$ cat src/rtl/mips_pkg.sv
// mips_pkg: opcodes, FSM states, ALU/mux encodings and opcode dispatch for the multicycle control
package mips_pkg;
  localparam logic [5:0] OP_RTYPE = 6'b000000;
  localparam logic [5:0] OP_LW    = 6'b100011;
  localparam logic [5:0] OP_SW    = 6'b101011;
  localparam logic [5:0] OP_BEQ   = 6'b000100;
  localparam logic [5:0] OP_BNE   = 6'b000101;
  localparam logic [5:0] OP_ADDI  = 6'b001000;
  localparam logic [5:0] OP_ANDI  = 6'b001100;
  localparam logic [5:0] OP_ORI   = 6'b001101;
  localparam logic [5:0] OP_J     = 6'b000010;
  typedef enum logic [3:0] {
    FETCH, DECODE, MEMADR, MEMRD, MEMWB, MEMWR, RTEX, ALUWB, IMMEX, IMMWB, BRANCH, JUMP
  } state_t;
  localparam logic [2:0] ALU_ADD   = 3'b000;
  localparam logic [2:0] ALU_SUB   = 3'b001;
  localparam logic [2:0] ALU_FUNCT = 3'b010;
  localparam logic [2:0] ALU_AND   = 3'b011;
  localparam logic [2:0] ALU_OR    = 3'b100;
  localparam logic [1:0] SRCB_B    = 2'b00;
  localparam logic [1:0] SRCB_4    = 2'b01;
  localparam logic [1:0] SRCB_IMM  = 2'b10;
  localparam logic [1:0] SRCB_IMM2 = 2'b11;
  localparam logic [1:0] PC_ALU    = 2'b00;
  localparam logic [1:0] PC_ALUOUT = 2'b01;
  localparam logic [1:0] PC_JUMP   = 2'b10;
  // FETCH doubles as the "illegal opcode" answer since that is where an illegal instruction goes
  function automatic state_t dispatch(logic [5:0] op, logic en_bne, logic en_logic);
    case (op)
      OP_RTYPE:       return RTEX;
      OP_LW, OP_SW:   return MEMADR;
      OP_BEQ:         return BRANCH;
      OP_BNE:         return en_bne ? BRANCH : FETCH;
      OP_ADDI:        return IMMEX;
      OP_ANDI, OP_ORI: return en_logic ? IMMEX : FETCH;
      OP_J:           return JUMP;
      default:        return FETCH;
    endcase
  endfunction
endpackage

$ cat src/rtl/mips_multicycle_control_if.sv
// mips_multicycle_control_if: opcode/memory handshake in, datapath control strobes out
interface mips_multicycle_control_if #(parameter int ALUOP_W = 3);
  logic [5:0] opcode;
  logic mem_ready;
  logic mem_req, IorD, MemWrite, IRWrite, PCWrite, Branch, BranchNe;
  logic RegDst, MemtoReg, RegWrite, ZeroExt, ALUSrcA;
  logic [1:0] ALUSrcB, PCSrc;
  logic [ALUOP_W-1:0] ALUOp;
  logic instr_done, illegal_op, bus_err;
  modport master(
    input opcode, mem_ready,
    output mem_req, IorD, MemWrite, IRWrite, PCWrite, Branch, BranchNe, RegDst, MemtoReg,
    RegWrite, ZeroExt, ALUSrcA, ALUSrcB, PCSrc, ALUOp, instr_done, illegal_op, bus_err
  );
  modport slave(
    output opcode, mem_ready,
    input mem_req, IorD, MemWrite, IRWrite, PCWrite, Branch, BranchNe, RegDst, MemtoReg,
    RegWrite, ZeroExt, ALUSrcA, ALUSrcB, PCSrc, ALUOp, instr_done, illegal_op, bus_err
  );
endinterface

$ cat src/rtl/mips_mem_watchdog.sv
// mips_mem_watchdog: counts unanswered memory request cycles and flags a timeout
module mips_mem_watchdog #(parameter int MEM_TIMEOUT = 16) (
  input  logic clk,
  input  logic reset,
  input  logic start,
  input  logic busy,
  input  logic ready,
  output logic timeout
);
  localparam int W = MEM_TIMEOUT > 1 ? $clog2(MEM_TIMEOUT + 1) : 1;
  logic [W-1:0] cnt;
  assign timeout = (MEM_TIMEOUT != 0) && busy && !ready && (int'(cnt) == MEM_TIMEOUT - 1);
  // wait counter: restarts with each new access, on completion and after a timeout
  always_ff @(posedge clk)
    cnt <= (reset || start || ready || timeout) ? '0 : busy ? cnt + 1'b1 : cnt;
endmodule

$ cat src/rtl/mips_multicycle_control.sv
// mips_multicycle_control: multicycle MIPS sequencer with memory handshake and timeout watchdog
module mips_multicycle_control
  import mips_pkg::*;
#(
  parameter int ALUOP_W      = 3,
  parameter int MEM_TIMEOUT  = 16,
  parameter bit EN_BNE       = 1,
  parameter bit EN_LOGIC_IMM = 1
) (
  input logic clk,
  input logic reset,
  mips_multicycle_control_if.master bus
);
  state_t state, next;
  logic [5:0] op;
  logic run, req, timeout;
  assign run = !reset;
  assign req = run && state inside {FETCH, MEMRD, MEMWR};
  mips_mem_watchdog #(.MEM_TIMEOUT(MEM_TIMEOUT)) u_wd (
    .clk, .reset, .start(state != next), .busy(req), .ready(bus.mem_ready), .timeout
  );
  // next state: memory states wait for mem_ready and bail out to FETCH on timeout
  always_comb begin
    next = FETCH;
    case (state)
      FETCH:  next = bus.mem_ready ? DECODE : FETCH;
      DECODE: next = dispatch(bus.opcode, EN_BNE, EN_LOGIC_IMM);
      MEMADR: next = op == OP_LW ? MEMRD : MEMWR;
      MEMRD:  next = bus.mem_ready ? MEMWB : timeout ? FETCH : MEMRD;
      MEMWR:  next = (bus.mem_ready || timeout) ? FETCH : MEMWR;
      RTEX:   next = ALUWB;
      IMMEX:  next = IMMWB;
      default: next = FETCH;
    endcase
  end
  // state register; opcode is captured in DECODE so later states see a stable class
  always_ff @(posedge clk) begin
    state <= reset ? FETCH : next;
    if (state == DECODE) op <= bus.opcode;
  end
  assign bus.mem_req    = req;
  assign bus.IorD       = run && state inside {MEMRD, MEMWR};
  assign bus.MemWrite   = run && state == MEMWR && !timeout;
  assign bus.IRWrite    = run && state == FETCH && bus.mem_ready;
  assign bus.PCWrite    = run && ((state == FETCH && bus.mem_ready) || state == JUMP);
  assign bus.Branch     = run && state == BRANCH;
  assign bus.BranchNe   = run && state == BRANCH && op == OP_BNE;
  assign bus.RegDst     = run && state == ALUWB;
  assign bus.MemtoReg   = run && state == MEMWB;
  assign bus.RegWrite   = run && state inside {MEMWB, ALUWB, IMMWB};
  assign bus.ZeroExt    = run && state inside {IMMEX, IMMWB} && op inside {OP_ANDI, OP_ORI};
  assign bus.ALUSrcA    = run && state inside {MEMADR, RTEX, IMMEX, BRANCH};
  assign bus.ALUSrcB    = !run ? SRCB_B : state == FETCH ? SRCB_4 : state == DECODE ? SRCB_IMM2 :
                          state inside {MEMADR, IMMEX} ? SRCB_IMM : SRCB_B;
  assign bus.PCSrc      = !run ? PC_ALU : state == BRANCH ? PC_ALUOUT : state == JUMP ? PC_JUMP : PC_ALU;
  assign bus.ALUOp      = ALUOP_W'(!run ? ALU_ADD : state == RTEX ? ALU_FUNCT : state == BRANCH ? ALU_SUB :
                          (state == IMMEX && op == OP_ANDI) ? ALU_AND :
                          (state == IMMEX && op == OP_ORI) ? ALU_OR : ALU_ADD);
  assign bus.instr_done = run && (state inside {MEMWB, ALUWB, IMMWB, BRANCH, JUMP} ||
                          (state == MEMWR && bus.mem_ready));
  assign bus.illegal_op = run && state == DECODE && dispatch(bus.opcode, EN_BNE, EN_LOGIC_IMM) == FETCH;
  assign bus.bus_err    = timeout;
endmodule

$ cat src/flat_wrapper.sv
// flat-port wrapper written by rule: the top's interface ports become plain ports
module mips_multicycle_control_flat import mips_pkg::*;
#(
  parameter int ALUOP_W      = 3,
  parameter int MEM_TIMEOUT  = 16,
  parameter bit EN_BNE       = 1,
  parameter bit EN_LOGIC_IMM = 1
)
  (clk, reset, bus_opcode, bus_mem_ready, bus_mem_req, bus_IorD, bus_MemWrite, bus_IRWrite, bus_PCWrite, bus_Branch, bus_BranchNe, bus_RegDst, bus_MemtoReg, bus_RegWrite, bus_ZeroExt, bus_ALUSrcA, bus_ALUSrcB, bus_PCSrc, bus_ALUOp, bus_instr_done, bus_illegal_op, bus_bus_err);
  mips_multicycle_control_if #(.ALUOP_W(ALUOP_W)) bus_i ();
  input logic clk;
  input logic reset;
  input wire logic [$bits(bus_i.opcode)-1:0] bus_opcode;
  input wire logic [$bits(bus_i.mem_ready)-1:0] bus_mem_ready;
  output wire logic [$bits(bus_i.mem_req)-1:0] bus_mem_req;
  output wire logic [$bits(bus_i.IorD)-1:0] bus_IorD;
  output wire logic [$bits(bus_i.MemWrite)-1:0] bus_MemWrite;
  output wire logic [$bits(bus_i.IRWrite)-1:0] bus_IRWrite;
  output wire logic [$bits(bus_i.PCWrite)-1:0] bus_PCWrite;
  output wire logic [$bits(bus_i.Branch)-1:0] bus_Branch;
  output wire logic [$bits(bus_i.BranchNe)-1:0] bus_BranchNe;
  output wire logic [$bits(bus_i.RegDst)-1:0] bus_RegDst;
  output wire logic [$bits(bus_i.MemtoReg)-1:0] bus_MemtoReg;
  output wire logic [$bits(bus_i.RegWrite)-1:0] bus_RegWrite;
  output wire logic [$bits(bus_i.ZeroExt)-1:0] bus_ZeroExt;
  output wire logic [$bits(bus_i.ALUSrcA)-1:0] bus_ALUSrcA;
  output wire logic [$bits(bus_i.ALUSrcB)-1:0] bus_ALUSrcB;
  output wire logic [$bits(bus_i.PCSrc)-1:0] bus_PCSrc;
  output wire logic [$bits(bus_i.ALUOp)-1:0] bus_ALUOp;
  output wire logic [$bits(bus_i.instr_done)-1:0] bus_instr_done;
  output wire logic [$bits(bus_i.illegal_op)-1:0] bus_illegal_op;
  output wire logic [$bits(bus_i.bus_err)-1:0] bus_bus_err;
  assign bus_i.opcode = bus_opcode;
  assign bus_i.mem_ready = bus_mem_ready;
  assign bus_mem_req = bus_i.mem_req;
  assign bus_IorD = bus_i.IorD;
  assign bus_MemWrite = bus_i.MemWrite;
  assign bus_IRWrite = bus_i.IRWrite;
  assign bus_PCWrite = bus_i.PCWrite;
  assign bus_Branch = bus_i.Branch;
  assign bus_BranchNe = bus_i.BranchNe;
  assign bus_RegDst = bus_i.RegDst;
  assign bus_MemtoReg = bus_i.MemtoReg;
  assign bus_RegWrite = bus_i.RegWrite;
  assign bus_ZeroExt = bus_i.ZeroExt;
  assign bus_ALUSrcA = bus_i.ALUSrcA;
  assign bus_ALUSrcB = bus_i.ALUSrcB;
  assign bus_PCSrc = bus_i.PCSrc;
  assign bus_ALUOp = bus_i.ALUOp;
  assign bus_instr_done = bus_i.instr_done;
  assign bus_illegal_op = bus_i.illegal_op;
  assign bus_bus_err = bus_i.bus_err;
  mips_multicycle_control #(.ALUOP_W(ALUOP_W), .MEM_TIMEOUT(MEM_TIMEOUT), .EN_BNE(EN_BNE), .EN_LOGIC_IMM(EN_LOGIC_IMM)) u_core (.clk(clk), .reset(reset), .bus(bus_i));
endmodule
$ cat config.mk
export PLATFORM = sky130hd
export DESIGN_NAME = mips_multicycle_control_flat
export DESIGN_NICKNAME = d
export VERILOG_FILES = /design/src/rtl/mips_pkg.sv /design/src/rtl/mips_multicycle_control_if.sv /design/src/rtl/mips_mem_watchdog.sv /design/src/rtl/mips_multicycle_control.sv /design/src/flat_wrapper.sv
export SDC_FILE = /design/constraint.sdc
export NUM_CORES = 1
export LEC_CHECK = 0
export ABC_AREA = 1
export BUFFER_PORTS_ARGS = -buffer_cell sky130_fd_sc_hd__buf_2
export CAP_MARGIN = 5
export CORE_MARGIN = 1
export CORE_UTILIZATION = 45
export DETAILED_ROUTE_END_ITERATION = 12
export GPL_ROUTABILITY_DRIVEN = 0
export HOLD_SLACK_MARGIN = 0.03
export PLACE_DENSITY = 0.7
export SYNTH_ARGS = -nofsm -noshare
export SYNTH_HDL_FRONTEND = slang
export SYNTH_SLANG_ARGS = --single-unit
$ cat constraint.sdc
create_clock -name clk -period 1.8 [get_ports clk]
set_input_delay 0.27 -clock clk [delete_from_list [all_inputs] [get_ports clk]]
set_output_delay 0.27 -clock clk [all_outputs]
set_load 0.005 [all_outputs]
# Yosys cells after proc, flatten, opt, wreduce, memory -nomap -nowiden
# Cells that the tools add are included.
dict set report totals {
  wordCells 95
  in_bits 9
  register_bits 15
  out_inout_bits 22
}
dict set report op_classes {
  mux 19
  add_sub_neg 1
  n_eq_ne 25
  n_reduce_logical 47
}
# operator n
set op_table {}
lappend op_table {{$eq 6x4->1 const B} 5}
lappend op_table {{$pmux 4 s7} 1}
lappend op_table {{$logic_and 1x1->1} 24}
lappend op_table {{$mux 3} 7}
lappend op_table {{$pmux 4 s5} 1}
lappend op_table {{$eq 6x3->1 const B} 3}
lappend op_table {{$eq 6x6->1 const B} 3}
lappend op_table {{$eq 4x3->1 const B} 4}
lappend op_table {{$eq 4x4->1 const B} 4}
lappend op_table {{$mux 2} 8}
lappend op_table {{$eq 4x2->1 const B} 2}
lappend op_table {{$logic_not 4->1} 2}
lappend op_table {{$reduce_bool 2->1} 4}
lappend op_table {{$eq 6x2->1 const B} 1}
lappend op_table {{$logic_not 6->1} 1}
lappend op_table {{$logic_or 1x1->1} 6}
lappend op_table {{$reduce_bool 3->1} 2}
lappend op_table {{$add 5x1->5 const B} 1}
lappend op_table {{$eq 5x5->1 const B} 1}
lappend op_table {{$reduce_bool 5->1} 1}
lappend op_table {{$eq 4x1->1 const B} 1}
lappend op_table {{$mux 4} 1}
lappend op_table {{$ne 4x4->1} 1}
lappend op_table {{$reduce_bool 4->1} 1}
lappend op_table {{4 further kinds} 7}

# Logic depth before layout (Yosys ltp)
dict set report depth {
  depth_word 12
  depth_mapped 13
  depth_no_buf 13
}

# Cells and area by module
# From an unflattened synthesis, not the netlist that was laid out.
dict set report unflattened {
  hier_cells 181
  hier_area_um2 1118.6
}
# mod area_per_inst_um2 n_inst cells_per_inst seq_area_each_um2
set by_module_without_submodules {}
lappend by_module_without_submodules {mips_multicycle_control 873.3 1 146 260.2}
lappend by_module_without_submodules {mips_mem_watchdog 245.2 1 35 100.1}

# Least setup slack after synthesis
# OpenSTA, ideal clock, no wires.
dict set report synth_path {
  path_kind {register to register}
  start {reg u_core.u_wd.cnt[0]}
  end {reg u_core.u_wd.cnt[0]}
  n_path_buf 0
  t_arrival_ns 1.456
  setup_time_ns 0.064
  period_less_slack_ns 1.520
  required_time_ns 1.736
  stages_incl_launch_ff 14
  path_slack_ns 0.280
  cell_sequence {dfxtp_1 -> ha_1 -> inv_1 -> nor2_1 -> ha_1 -> inv_1 -> nor2_1 -> nand3_1 -> nand3_1 -> nand3_1 -> nand2_1 -> nor2_1 -> nand2_2 -> nor2_1}
}
dict set report synth_between {
  elab_chain_len 9
  elab_cells_between_ends 12
  cone_classes {add/sub (1); eq/ne (2); mux (4); reduce/logical (5)}
}
# element line_no
set synth_lines {}
lappend synth_lines {{start, declared} mips_mem_watchdog.sv:11} ;# logic [W-1:0] cnt;
lappend synth_lines {{start signal, assigned} mips_mem_watchdog.sv:15} ;# cnt <= (reset || start || ready || timeout) ? '0 : busy ? cnt + 1'b1 : cnt;
lappend synth_lines {{$eq 5x5->1} mips_mem_watchdog.sv:12} ;# assign timeout = (MEM_TIMEOUT != 0) && busy && !ready && (int'(cnt) == MEM_TIMEOUT - 1);
lappend synth_lines {{$logic_and 1x1->1} mips_mem_watchdog.sv:12}
lappend synth_lines {{$mux 2 or $logic_or 1x1->1 (tied branches)} {mips_multicycle_control.sv:29, mips_multicycle_control.sv:30}}
lappend synth_lines {{$mux 4 or $mux 3 (tied branches)} {mips_multicycle_control.sv:29, mips_multicycle_control.sv:30}}
lappend synth_lines {{$pmux 4 s7} mips_multicycle_control.sv:25} ;# case (state)
lappend synth_lines {{$ne 4x4->1} mips_multicycle_control.sv:20} ;# .clk, .reset, .start(state != next), .busy(req), .ready(bus.mem_ready), .timeout
lappend synth_lines {{$logic_or 1x1->1 (3 in a row)} mips_mem_watchdog.sv:15}
# Several ways; a longest one is shown, not always the timed one.
# A chain may end at the register's enable or synchronous reset.

# Worst setup path after layout
dict set report layout_path {
  start {reg u_core.u_wd.cnt[1]}
  end {out bus_MemWrite}
}
dict set report layout_between {
  elab_chain_len 4
}
# element line_no
set layout_lines {}
lappend layout_lines {{$eq 5x5->1} mips_mem_watchdog.sv:12}
lappend layout_lines {{$logic_and 1x1->1} mips_mem_watchdog.sv:12}
lappend layout_lines {{$logic_not 1->1} mips_multicycle_control.sv:43} ;# assign bus.MemWrite = run && state == MEMWR && !timeout;
lappend layout_lines {{$logic_and 1x1->1} mips_multicycle_control.sv:43}
lappend layout_lines {{end, declared} flat_wrapper.sv:17} ;# output wire logic [$bits(bus_i.MemWrite)-1:0] bus_MemWrite;
# Every way passes these cells.

==> impl_metrics.csv <==
group,metric,value,unit
yosys,synth_adder_area_share,0.0215,
clocking,cts_root_buffer,"clkbuf_4",
placed_design,hpwl,2250,um
timing,maxSlewHeadroom,0.774,
timing,fmax,554,MHz
yosys,synth_area_per_cell,6.00,um^2
yosys,synth_top_family_by_area,"simple AND/OR/NAND/NOR gates",
clocking,holdBufCountCts,0,
global_route,grt_util_all_layers,0.228,
min_path,min_delay_path_depth,1,
clocking,cts.clk_slew.worst_paths,90,ps
worst_setup_path,critPathKind,"reg2out",
worst_setup_path,cp.arrival,1530,ps
drt,firstDrtPassIters,4,
global_route,grt_pass1_vias,1179,
timing,setup_viol,1,
clocking,htreeDepth,1,
yosys,syn-cell-area,0.00116,mm^2
die,start_util,0.474,
clocking,cts_buffer_depth,2,
yosys,ys_ff_latch,15,
timing,min_period_over_period,1.00,
power_and_ir_drop,total_power,0.706,mW
worst_setup_path,cp-start-kind,"flop",
layout,diodes,0,
layout,area_growth,39.4,%
die,ios,31,
placed_design,dp.cells,253,
placed_design,port_buffers,30,
global_route,antenna_found_initial,0,
drt,wl_per_cell,11.8,um
yosys,synth_xor_area_frac,0.0226,
drt,drc,0,
clocking,cts_tree,"built",
die,core,0.00245,mm^2
die,fp-row-count,18,
clocking,clk-insertion-delay-late,280,ps
timing,slew_violations,0,
drt,routed_wl,3150,um
global_route,grt_pass1_wl,4710,um
yosys,synth_compound_area_frac,0.0828,
die,die_y,52.9,um
timing,fin_crit,1800,ps
worst_setup_path,crit_required,1530,ps
drt,vias,1383,
power_and_ir_drop,ir_drop,297,uV
timing,hold_violations,0,
power_and_ir_drop,leakagePower,0.856,nW
drt,vias_per_cell,5.20,
run_status,violations,"negative setup slack",
yosys,netlist.area_leader.share,0.155,
die,dieArea,0.00279,mm^2
layout,drive_above_1_share,0.403,
layout,layout_common_cells,"nand2_1 (38), nor2_1 (31), buf_2 (29)",
timing,fin_ws,-3.82,ps
drt,ant_nets,0,
layout,num-nets-final,248,
timing,fin_tns_setup,-3.82,ps
yosys,synth_top_cell_by_area,"dfxtp_1",
layout,final_common_cell,"nand2_1",
drt,drt_iter0_drc,35,
yosys,ys_seq_area_frac,0.310,
yosys,synth_mux_area_frac,0,
yosys,synthSimpleGateAreaFrac,0.434,
yosys,yosysWarnings,0,
global_route,gr-total-overflow,0,
layout,fin_cells,266,
yosys,yosys.cell_types.count,23,
timing,rsz0062_at_grt,"true",
min_path,hold_path_class,"in2reg",
worst_setup_path,crit_fanout,3,
run,maxCapViolCount,0,
clocking,cts_buffers,3,
worst_setup_path,endpoint_kind,"output pin",
yosys,synth_cells,194,
die,die_w,52.9,um
run_status,status,"finished with violations",
global_route,grt_max_degree,16,
yosys,syn_nets,205,
yosys,yosys-top-cells-area,"dfxtp_1 (15%), edfxtp_1 (15%), nand2_1 (15%), nor2_1 (12%), inv_1 (11%)",
power_and_ir_drop,power_density,435,mW/mm^2
timing,fin_skew,10.9,ps
worst_setup_path,ff2ff_path_depth,12,
timing,worst_pin_slew,337,ps
clocking,clkSinkCount,15,
[metrics by stage]
stage | worst slack, ps | util | cell area [um^2] | hold slack (ps)
6_report | -3.82 | 0.661 | 1620 | 196
5_1_grt | -115 | 0.661 | 1620 | 195
4_1_cts | -6.54 | 0.593 | 1460 | 193
3_5_place_dp | 40.4 | 0.552 | 1360 | 482
3_3_place_gp | 63.3 | 0.552 | 1360 | 476
2_1_floorplan | 280 | - | 1160 | 369
[report_power, final]
part	total, mW	internal (mW)	switching (mW)	leakage [nW]
Clock	0.188	0.0861	0.102	0.0150
Sequential	0.375	0.361	0.0140	0.133
Combinational	0.143	0.0532	0.0896	0.709
[worst paths after layout]
path,startpoint,end,slack (ps)
worst max-delay path,u_core.u_wd.cnt[1],bus_MemWrite,-4
worst min-delay path,bus_opcode[4],u_core.op[4],200
worst max register to register,u_core.u_wd.cnt[1],u_core.u_wd.cnt[1],50
worst min register to register,u_core.u_wd.cnt[3],u_core.u_wd.cnt[3],550
[cells in the mapped netlist]
cell type,number
buf_4,1
nand3_1,21
nor4_1,3
o211ai_1,1
nor2_2,4
o21a_1,1
o21ai_0,3
dfxtp_1,9
xor2_1,3
inv_2,2
nor2_1,37
nand4_1,2
a221oi_1,1
o31ai_1,1
edfxtp_1,6
a21oi_1,10
nor3_1,1
nor2_4,1
inv_1,33
nand2_2,2
nand2_1,47
ha_1,2
clkbuf_1,3
[cells by family (layout without fill, tap and decap cells)]
group / after synthesis / after routing
AND/OR/NAND/NOR: 118 / 118
buffers and inverters: 39 / 81
AO/OA/AOI/OAI: 17 / 17
flip-flops: 15 / 15
XOR/XNOR: 3 / 3
adder cells (fa/ha/maj): 2 / 2
[registers in the layout (all words and copies together), names as in the netlist]
register,cells
u_core.op,6
u_core.state,4
u_core.u_wd.cnt,5
[worst max-delay path: stages (launching register included)]
cell and delay (ps):
dfxtp_2 360, ha_4 130, inv_2 30, nor2_2 90, ha_2 180, inv_2 40
nor2_2 100, nand3_2 100, nand3_2 80, inv_2 40, buf_6 100
[what timing repair did]
item | 4_1_cts | 5_1_grt
setup buffers | 4 | 5
endpoints found under the setup margin | 12 | 17
cloned | 0 | 0
pin swaps | 2 | 11
resized for setup | 14 | 45
[layer usage]
layer / global-route usage / wire [um]
met2: 0.422 / 1660
met4: 0.110 / 59
met5: 0 / 0
met1: 0.260 / 1260
met3: 0.0172 / 169
[final cells by class]
cell class	instances	area [um^2]
repair buffers	42	250
inverters	35	139
flip-flops and latches	15	378
multi-input cells	140	791
clock buffers	4	26.3
fillers	230	833
well taps	30	37.5
No activity file was read; power rests on OpenSTA's default activity.
